===== config.mk =====
export PLATFORM = sky130hd
export DESIGN_NAME = pipeline_hazard_controller_flat
export DESIGN_NICKNAME = d
export VERILOG_FILES = /design/src/rtl/pipeline_hazard_controller_pkg.sv /design/src/rtl/pipeline_hazard_controller_if.sv /design/src/rtl/pipeline_hazard_controller_load_use_detector.sv /design/src/rtl/pipeline_hazard_controller.sv /design/src/flat_wrapper.sv
export SDC_FILE = /design/constraint.sdc
export NUM_CORES = 1
export LEC_CHECK = 0
export ABC_AREA = 1
export CAP_MARGIN = 20
export CORE_AREA = 2 2 39 41
export DETAILED_ROUTE_END_ITERATION = 10
export DIE_AREA = 0 0 41 43
export PLACE_DENSITY = 0.8
export SYNTH_ARGS = -nofsm -noshare
export SYNTH_HDL_FRONTEND = slang
export SYNTH_HIERARCHICAL = 1
export SYNTH_SLANG_ARGS = --single-unit

===== constraint.sdc =====
create_clock -name clk -period 2.8 [get_ports clk]
set_input_delay 0.56 -clock clk [delete_from_list [all_inputs] [get_ports clk]]
set_output_delay 0.56 -clock clk [all_outputs]
set_load 0.05 [all_outputs]

===== src/rtl/pipeline_hazard_controller_pkg.sv =====
// Shared definitions for the pipeline hazard controller: FSM state
// encodings, default drain length and the NOP instruction word.
// Optional statistics counters are enabled with HAZARD_STATS_EN.
package pipeline_hazard_controller_pkg;

    typedef enum logic [1:0] {
        RUN    = 2'd0,
        DRAIN  = 2'd1,
        HALTED = 2'd2
    } hz_state_t;

    // Enabled cycles needed to retire the instructions already past ID (EX, MEM, WB).
    localparam int DEFAULT_DRAIN_CYCLES = 3;

    // The all-zero word (sll $0,$0,0) is what a flushed IF/ID register holds.
    localparam logic [31:0] NOP_INSTR = 32'h0000_0000;

endpackage


===== src/rtl/pipeline_hazard_controller_if.sv =====
// Hazard-controller bus: hazard inputs from the pipeline (master side)
// and the stall/flush/enable controls back to it (slave is the controller).
// Plain level signals, no handshake: every value is sampled on the rising
// clock edge, and every control output applies to the cycle it is asserted in.
// The statistics ports exist only when HAZARD_STATS_EN is defined.
interface pipeline_hazard_controller_if
`ifdef HAZARD_STATS_EN
    #(parameter int NB = 5, parameter int CNT_W = 32);
`else
    #(parameter int NB = 5);
`endif
    import pipeline_hazard_controller_pkg::*;

    logic          mem_read_2_3;
    logic [NB-1:0] rt_2_3;
    logic [NB-1:0] rs_1_2;
    logic [NB-1:0] rt_1_2;
    logic          uses_rt_1_2;
    logic          halt_1_2;
    logic          branch_taken;
    logic          step_mode;
    logic          step_pulse;

    logic          pc_write;
    logic          write_1_2;
    logic          flush_1_2;
    logic          flush_2_3;
    logic          enable_pipe;
    logic          halted;
    hz_state_t     state;        // debug view of the controller FSM
`ifdef HAZARD_STATS_EN
    logic [CNT_W-1:0] stall_count;
    logic [CNT_W-1:0] flush_count;
    logic [CNT_W-1:0] cycle_count;
`endif

    modport master (
        output mem_read_2_3, rt_2_3, rs_1_2, rt_1_2, uses_rt_1_2, halt_1_2,
        output branch_taken, step_mode, step_pulse,
`ifdef HAZARD_STATS_EN
        input  stall_count, flush_count, cycle_count,
`endif
        input  pc_write, write_1_2, flush_1_2, flush_2_3, enable_pipe, halted, state
    );

    modport slave (
        input  mem_read_2_3, rt_2_3, rs_1_2, rt_1_2, uses_rt_1_2, halt_1_2,
        input  branch_taken, step_mode, step_pulse,
`ifdef HAZARD_STATS_EN
        output stall_count, flush_count, cycle_count,
`endif
        output pc_write, write_1_2, flush_1_2, flush_2_3, enable_pipe, halted, state
    );

endinterface


===== src/rtl/pipeline_hazard_controller_load_use_detector.sv =====
// Load-use detector: flags an IF/ID instruction that reads the register a
// load in ID/EX is about to write. $0 never creates a dependency.
module load_use_detector #(
    parameter int NB = 5
) (
    input  logic          mem_read_2_3,
    input  logic [NB-1:0] rt_2_3,
    input  logic [NB-1:0] rs_1_2,
    input  logic [NB-1:0] rt_1_2,
    input  logic          uses_rt_1_2,
    output logic          lu
);

    // rt only matters when the IF/ID instruction actually reads it as a source.
    always_comb begin
        lu = mem_read_2_3 && (rt_2_3 != '0) &&
             ((rt_2_3 == rs_1_2) || (uses_rt_1_2 && (rt_2_3 == rt_1_2)));
    end

endmodule


===== src/rtl/pipeline_hazard_controller.sv =====
// Pipeline hazard controller for the 5-stage MIPS pipeline: load-use
// stall, taken-branch flush, debug single-step gating and HALT drain.
// Defining HAZARD_STATS_EN adds saturating stall/flush/cycle counters.
module pipeline_hazard_controller
    import pipeline_hazard_controller_pkg::*;
#(
    parameter int len          = 32,
    parameter int NB           = $clog2(len),
    parameter int DRAIN_CYCLES = DEFAULT_DRAIN_CYCLES
`ifdef HAZARD_STATS_EN
    ,
    parameter int CNT_W        = 32
`endif
) (
    input  logic clk,
    input  logic reset,
    pipeline_hazard_controller_if.slave hz
);

    localparam int CW = $clog2(DRAIN_CYCLES + 1);

    hz_state_t     state;
    logic [CW-1:0] drain_cnt;
    logic          adv;
    logic          lu;
    logic          stall_now;
    logic          flush_now;

    load_use_detector #(.NB(NB)) u_lu (
        .mem_read_2_3 (hz.mem_read_2_3),
        .rt_2_3       (hz.rt_2_3),
        .rs_1_2       (hz.rs_1_2),
        .rt_1_2       (hz.rt_1_2),
        .uses_rt_1_2  (hz.uses_rt_1_2),
        .lu           (lu)
    );

    // Control outputs decoded from current state and this cycle's hazard inputs.
    always_comb begin
        adv          = (state != HALTED) && (!hz.step_mode || hz.step_pulse);
        hz.pc_write    = 1'b0;
        hz.write_1_2   = 1'b0;
        hz.flush_1_2   = 1'b0;
        hz.flush_2_3   = 1'b0;
        hz.enable_pipe = 1'b0;
        hz.halted      = 1'b0;
        stall_now    = 1'b0;
        flush_now    = 1'b0;
        if (reset) begin
            // Hold the front end cleared until reset releases.
            hz.flush_1_2 = 1'b1;
            hz.flush_2_3 = 1'b1;
        end else if (state == HALTED) begin
            hz.halted = 1'b1;
        end else if (adv) begin
            hz.enable_pipe = 1'b1;
            if (state == RUN) begin
                if (hz.branch_taken) begin
                    // Taken branch wins: anything in IF/ID (even HALT) is wrong-path.
                    hz.pc_write  = 1'b1;
                    hz.write_1_2 = 1'b1;
                    hz.flush_1_2 = 1'b1;
                    hz.flush_2_3 = 1'b1;
                    flush_now    = 1'b1;
                end else if (hz.halt_1_2 || lu) begin
                    // HALT freezes fetch like a stall; it masks any load-use hazard.
                    hz.flush_2_3 = 1'b1;
                    stall_now    = !hz.halt_1_2;
                end else begin
                    hz.pc_write  = 1'b1;
                    hz.write_1_2 = 1'b1;
                end
            end else begin
                // DRAIN: retire older instructions, feed bubbles behind them.
                hz.flush_2_3 = 1'b1;
            end
        end
    end

    // FSM and drain counter; both hold on any cycle the pipeline does not advance.
    always_ff @(posedge clk) begin
        if (reset) begin
            state     <= RUN;
            drain_cnt <= '0;
        end else if (adv) begin
            case (state)
                RUN: begin
                    if (!hz.branch_taken && hz.halt_1_2) begin
                        state     <= DRAIN;
                        drain_cnt <= CW'(DRAIN_CYCLES - 1);
                    end
                end
                DRAIN: begin
                    if (drain_cnt == '0) begin
                        state <= HALTED;
                    end else begin
                        drain_cnt <= drain_cnt - 1'b1;
                    end
                end
                default: state <= state;
            endcase
        end
    end

    assign hz.state = state;

`ifdef HAZARD_STATS_EN
    logic [CNT_W-1:0] stall_cnt;
    logic [CNT_W-1:0] flush_cnt;
    logic [CNT_W-1:0] cycle_cnt;

    // Saturating event counters for stalls, branch flushes and enabled cycles.
    always_ff @(posedge clk) begin
        if (reset) begin
            stall_cnt <= '0;
            flush_cnt <= '0;
            cycle_cnt <= '0;
        end else begin
            if (stall_now && (stall_cnt != '1)) stall_cnt <= stall_cnt + 1'b1;
            if (flush_now && (flush_cnt != '1)) flush_cnt <= flush_cnt + 1'b1;
            if (adv && (cycle_cnt != '1))       cycle_cnt <= cycle_cnt + 1'b1;
        end
    end

    assign hz.stall_count = stall_cnt;
    assign hz.flush_count = flush_cnt;
    assign hz.cycle_count = cycle_cnt;
`endif

endmodule


===== src/flat_wrapper.sv =====
// flat-port wrapper written by rule: the top's interface ports become plain ports
module pipeline_hazard_controller_flat import pipeline_hazard_controller_pkg::*;
#(
    parameter int len          = 32,
    parameter int NB           = $clog2(len),
    parameter int DRAIN_CYCLES = DEFAULT_DRAIN_CYCLES

)
  (clk, reset, hz_mem_read_2_3, hz_rt_2_3, hz_rs_1_2, hz_rt_1_2, hz_uses_rt_1_2, hz_halt_1_2, hz_branch_taken, hz_step_mode, hz_step_pulse, hz_pc_write, hz_write_1_2, hz_flush_1_2, hz_flush_2_3, hz_enable_pipe, hz_halted, hz_state);
  pipeline_hazard_controller_if #(.NB(NB)) hz_i ();
  input  logic clk;
  input  logic reset;
  input wire logic [$bits(hz_i.mem_read_2_3)-1:0] hz_mem_read_2_3;
  input wire logic [$bits(hz_i.rt_2_3)-1:0] hz_rt_2_3;
  input wire logic [$bits(hz_i.rs_1_2)-1:0] hz_rs_1_2;
  input wire logic [$bits(hz_i.rt_1_2)-1:0] hz_rt_1_2;
  input wire logic [$bits(hz_i.uses_rt_1_2)-1:0] hz_uses_rt_1_2;
  input wire logic [$bits(hz_i.halt_1_2)-1:0] hz_halt_1_2;
  input wire logic [$bits(hz_i.branch_taken)-1:0] hz_branch_taken;
  input wire logic [$bits(hz_i.step_mode)-1:0] hz_step_mode;
  input wire logic [$bits(hz_i.step_pulse)-1:0] hz_step_pulse;
  output wire logic [$bits(hz_i.pc_write)-1:0] hz_pc_write;
  output wire logic [$bits(hz_i.write_1_2)-1:0] hz_write_1_2;
  output wire logic [$bits(hz_i.flush_1_2)-1:0] hz_flush_1_2;
  output wire logic [$bits(hz_i.flush_2_3)-1:0] hz_flush_2_3;
  output wire logic [$bits(hz_i.enable_pipe)-1:0] hz_enable_pipe;
  output wire logic [$bits(hz_i.halted)-1:0] hz_halted;
  output wire logic [$bits(hz_i.state)-1:0] hz_state;
  assign hz_i.mem_read_2_3 = hz_mem_read_2_3;
  assign hz_i.rt_2_3 = hz_rt_2_3;
  assign hz_i.rs_1_2 = hz_rs_1_2;
  assign hz_i.rt_1_2 = hz_rt_1_2;
  assign hz_i.uses_rt_1_2 = hz_uses_rt_1_2;
  assign hz_i.halt_1_2 = hz_halt_1_2;
  assign hz_i.branch_taken = hz_branch_taken;
  assign hz_i.step_mode = hz_step_mode;
  assign hz_i.step_pulse = hz_step_pulse;
  assign hz_pc_write = hz_i.pc_write;
  assign hz_write_1_2 = hz_i.write_1_2;
  assign hz_flush_1_2 = hz_i.flush_1_2;
  assign hz_flush_2_3 = hz_i.flush_2_3;
  assign hz_enable_pipe = hz_i.enable_pipe;
  assign hz_halted = hz_i.halted;
  assign hz_state = hz_i.state;
  pipeline_hazard_controller #(.len(len), .NB(NB), .DRAIN_CYCLES(DRAIN_CYCLES)) u_core (.clk(clk), .reset(reset), .hz(hz_i));
endmodule

==> results.md <==
* Net Sw Frac at 37.0%
* CTS tree: yes
* H-tree Lvls at 1
* Clock skew at 5.36 ps
* Max transition margin at 67.4%
* Synthesis Warnings at 6
* CP Data Arrival Time at 2120 ps
* P_int at 187 uW
* N_diodes at 0
* Max Root-Sink Buffers at 2
* Layout Utilization at 63.8%
* Pin count of the biggest net entering global routing at 8
* First-pass GRT wire length at 2140 um
* Worst VDD drop at 0.000178 V
* Mapped Area at 487 sq um
* Clock Tree Root: clkbuf_4
* Die extent in x at 41 um
* Status: completed
* Clock Sinks at 4
* Sequential fraction of design power at 22.4%
* Row count at 14
* Post-route clock period utilization at 95.8%
* Pwr Density at 336 nW/um^2
* Routed vias/inst at 4.52
* Core Box Area at 1380 sq um
* Pins Over Slew Limit at 0
* I/O Pins at 31
* DRC at 0
* Dpl hpwl at 1170 um
* Syn_area_per_cell at 4.87 sq um
* GP Congestion at 0.692
* Clock transition at path regs at 30 ps
* Minimum clock period at 2680 ps
* Combinational share of power at 53.9%
* NetSw at 110 uW
* Clock Latency Late Sink at 230 ps
* Resize count post-CTS at 0
* Count of different cell masters after synthesis at 15
* Final hold vios at 0
* Hold-fix buffers, CTS at 0
* Total congestion overflow at 0
* Sequential element share of the synthesized area at 16.5%
* Share of post-route cells with drive strength above 1 at 9.77%
* Leakage power at 0.479 nW
* Fin Setup TNS at 0 ps
* MaxCap Viol Count at 0
* Critical path class: input port to output port
* Clk network pwr share at 23.7%
* WL/cell at 9.10 um
* Initial antenna violation count at 0
* RSZ-0062 raised after global routing: no
* Post-synth top area share at 26.2%
* Crit path max fanout at 3
* Vias in the first global route at 606
* Area grow syn2layout at 81.5%
* Worst hold slack at 487 ps
* Commonest non-fill, non-tap cell in the layout: nand2_1
* WP data required at 2240 ps
* Post-route insts no fill at 149
* Cell taking the most area after synthesis: nand2_1
* I/O Buffers at 30
* Hold/Removal Path Class: flop to flop
* Placed Cells incl. Taps at 146
* Startpoint types: input port
* FMAX at 373 MHz
* Initial Utilization at 35.2%
* Num CTS Buffers at 3
* Initial DRC count at 8
* Die extent in y at 43 um
* Total wire length at 1360 um
* ANT nets after route at 0
* NumNets Final at 159
* Syn_nets at 124
* Die ar. at 1760 sq um
* Critical path capture point type: output port
* DR pass1 iterations at 4
* Routed via count at 673
* Area contributors post-synth: nand2_1, dfxtp_1, inv_1
* GRT Util Overall at 16.9%
* # Post-CTS Setup Buffers at 0
* Most frequent cells in the layout: nand2_1, clkdlybuf4s50_1, inv_1, nor2_1, nand3_1
* Final setup violation count at 0
* Worst slew pin tran at 488 ps
* Post-Syn Instances at 100
* Synth Register Bits at 4
-- per-stage QoR --
stage	setup slack [ps]	instance area, sq um	total power [mW]
2_1_floorplan	181	487	0.148
3_3_place_gp	79.7	855	0.224
3_5_place_dp	38.1	855	0.227
4_1_cts	28.9	877	0.300
5_1_grt	13.5	883	0.322
6_report	118	883	0.297
-- cell type report --
type                       count  area [sq um]
clock buffer                   3          22.5
tap                           16          20.0
fill                         131           500
timing repair buffer          31           358
multi-input combinational     74           324
sequential                     4          80.1
inverter                      21          78.8
-- synth_stat cells --
master / number
and3_1: 1
nand4_1: 1
ha_1: 1
nand3_1: 6
inv_2: 2
nor2_1: 19
buf_4: 1
nand2_1: 34
o21ai_0: 5
a21oi_1: 4
nor3_1: 1
inv_1: 19
xnor2_1: 1
dfxtp_1: 4
nand3b_1: 1
-- power groups by stage --
stage	logic (mW)	clock network, mW	registers (mW)
3_5_place_dp	0.159	0	0.0677
5_1_grt	0.175	0.0795	0.0675
2_1_floorplan	0.0743	0	0.0736
6_report	0.160	0.0703	0.0665
3_3_place_gp	0.157	0	0.0671
4_1_cts	0.160	0.0733	0.0666
-- path summary, 6_finish.rpt --
kind	from	to	slack (ps)	depth (start not counted)
worst max-delay path	hz_rt_2_3[2]	hz_pc_write	120	12
worst min-delay path	u_core/drain_cnt[1]$_SDFFE_PP0P_	u_core/drain_cnt[1]$_SDFFE_PP0P_	490	2
worst min register to register	u_core/drain_cnt[1]$_SDFFE_PP0P_	u_core/drain_cnt[1]$_SDFFE_PP0P_	490	2
worst max register to register	u_core/drain_cnt[0]$_SDFFE_PP0P_	u_core/drain_cnt[0]$_SDFFE_PP0P_	1740	6
-- critical path, stage by stage --
cell and delay, ps:
clkdlybuf4s50_1 500, inv_1 80, nand2_1 60, nand2_1 50, nor2_1 100, nand3_1 80
a21oi_1 150, nor2_1 60, o21ai_0 150, nor2_1 50, buf_4 150, buf_12 140
-- state kept, by name, summed over array words and instances, names as in the netlist --
register / count
u_core/drain_cnt: 2
u_core/hz.state: 2
-- kinds of logic after synthesis --
group | Yosys count | share of synthesized area, %
and+or+nand+nor | 63 | 52.2
AOI/OAI and AO/OA | 9 | 9.25
DFF | 4 | 16.5
adders and majority gates | 1 | 2.57
buffers and inverters | 22 | 17.7
xor gates and xnor gates | 1 | 1.80
-- layer usage --
metal	vias up	wire length (um)	part of all wire, %	GRT usage [%]
li1	368	-	-	-
met1	284	531	39	16.9
met2	21	755	56	32.2
met3	0	69	5.1	5.24
met4	0	0	0	2.00
met5	-	0	0	0
(Power assumes the default switching activity.)
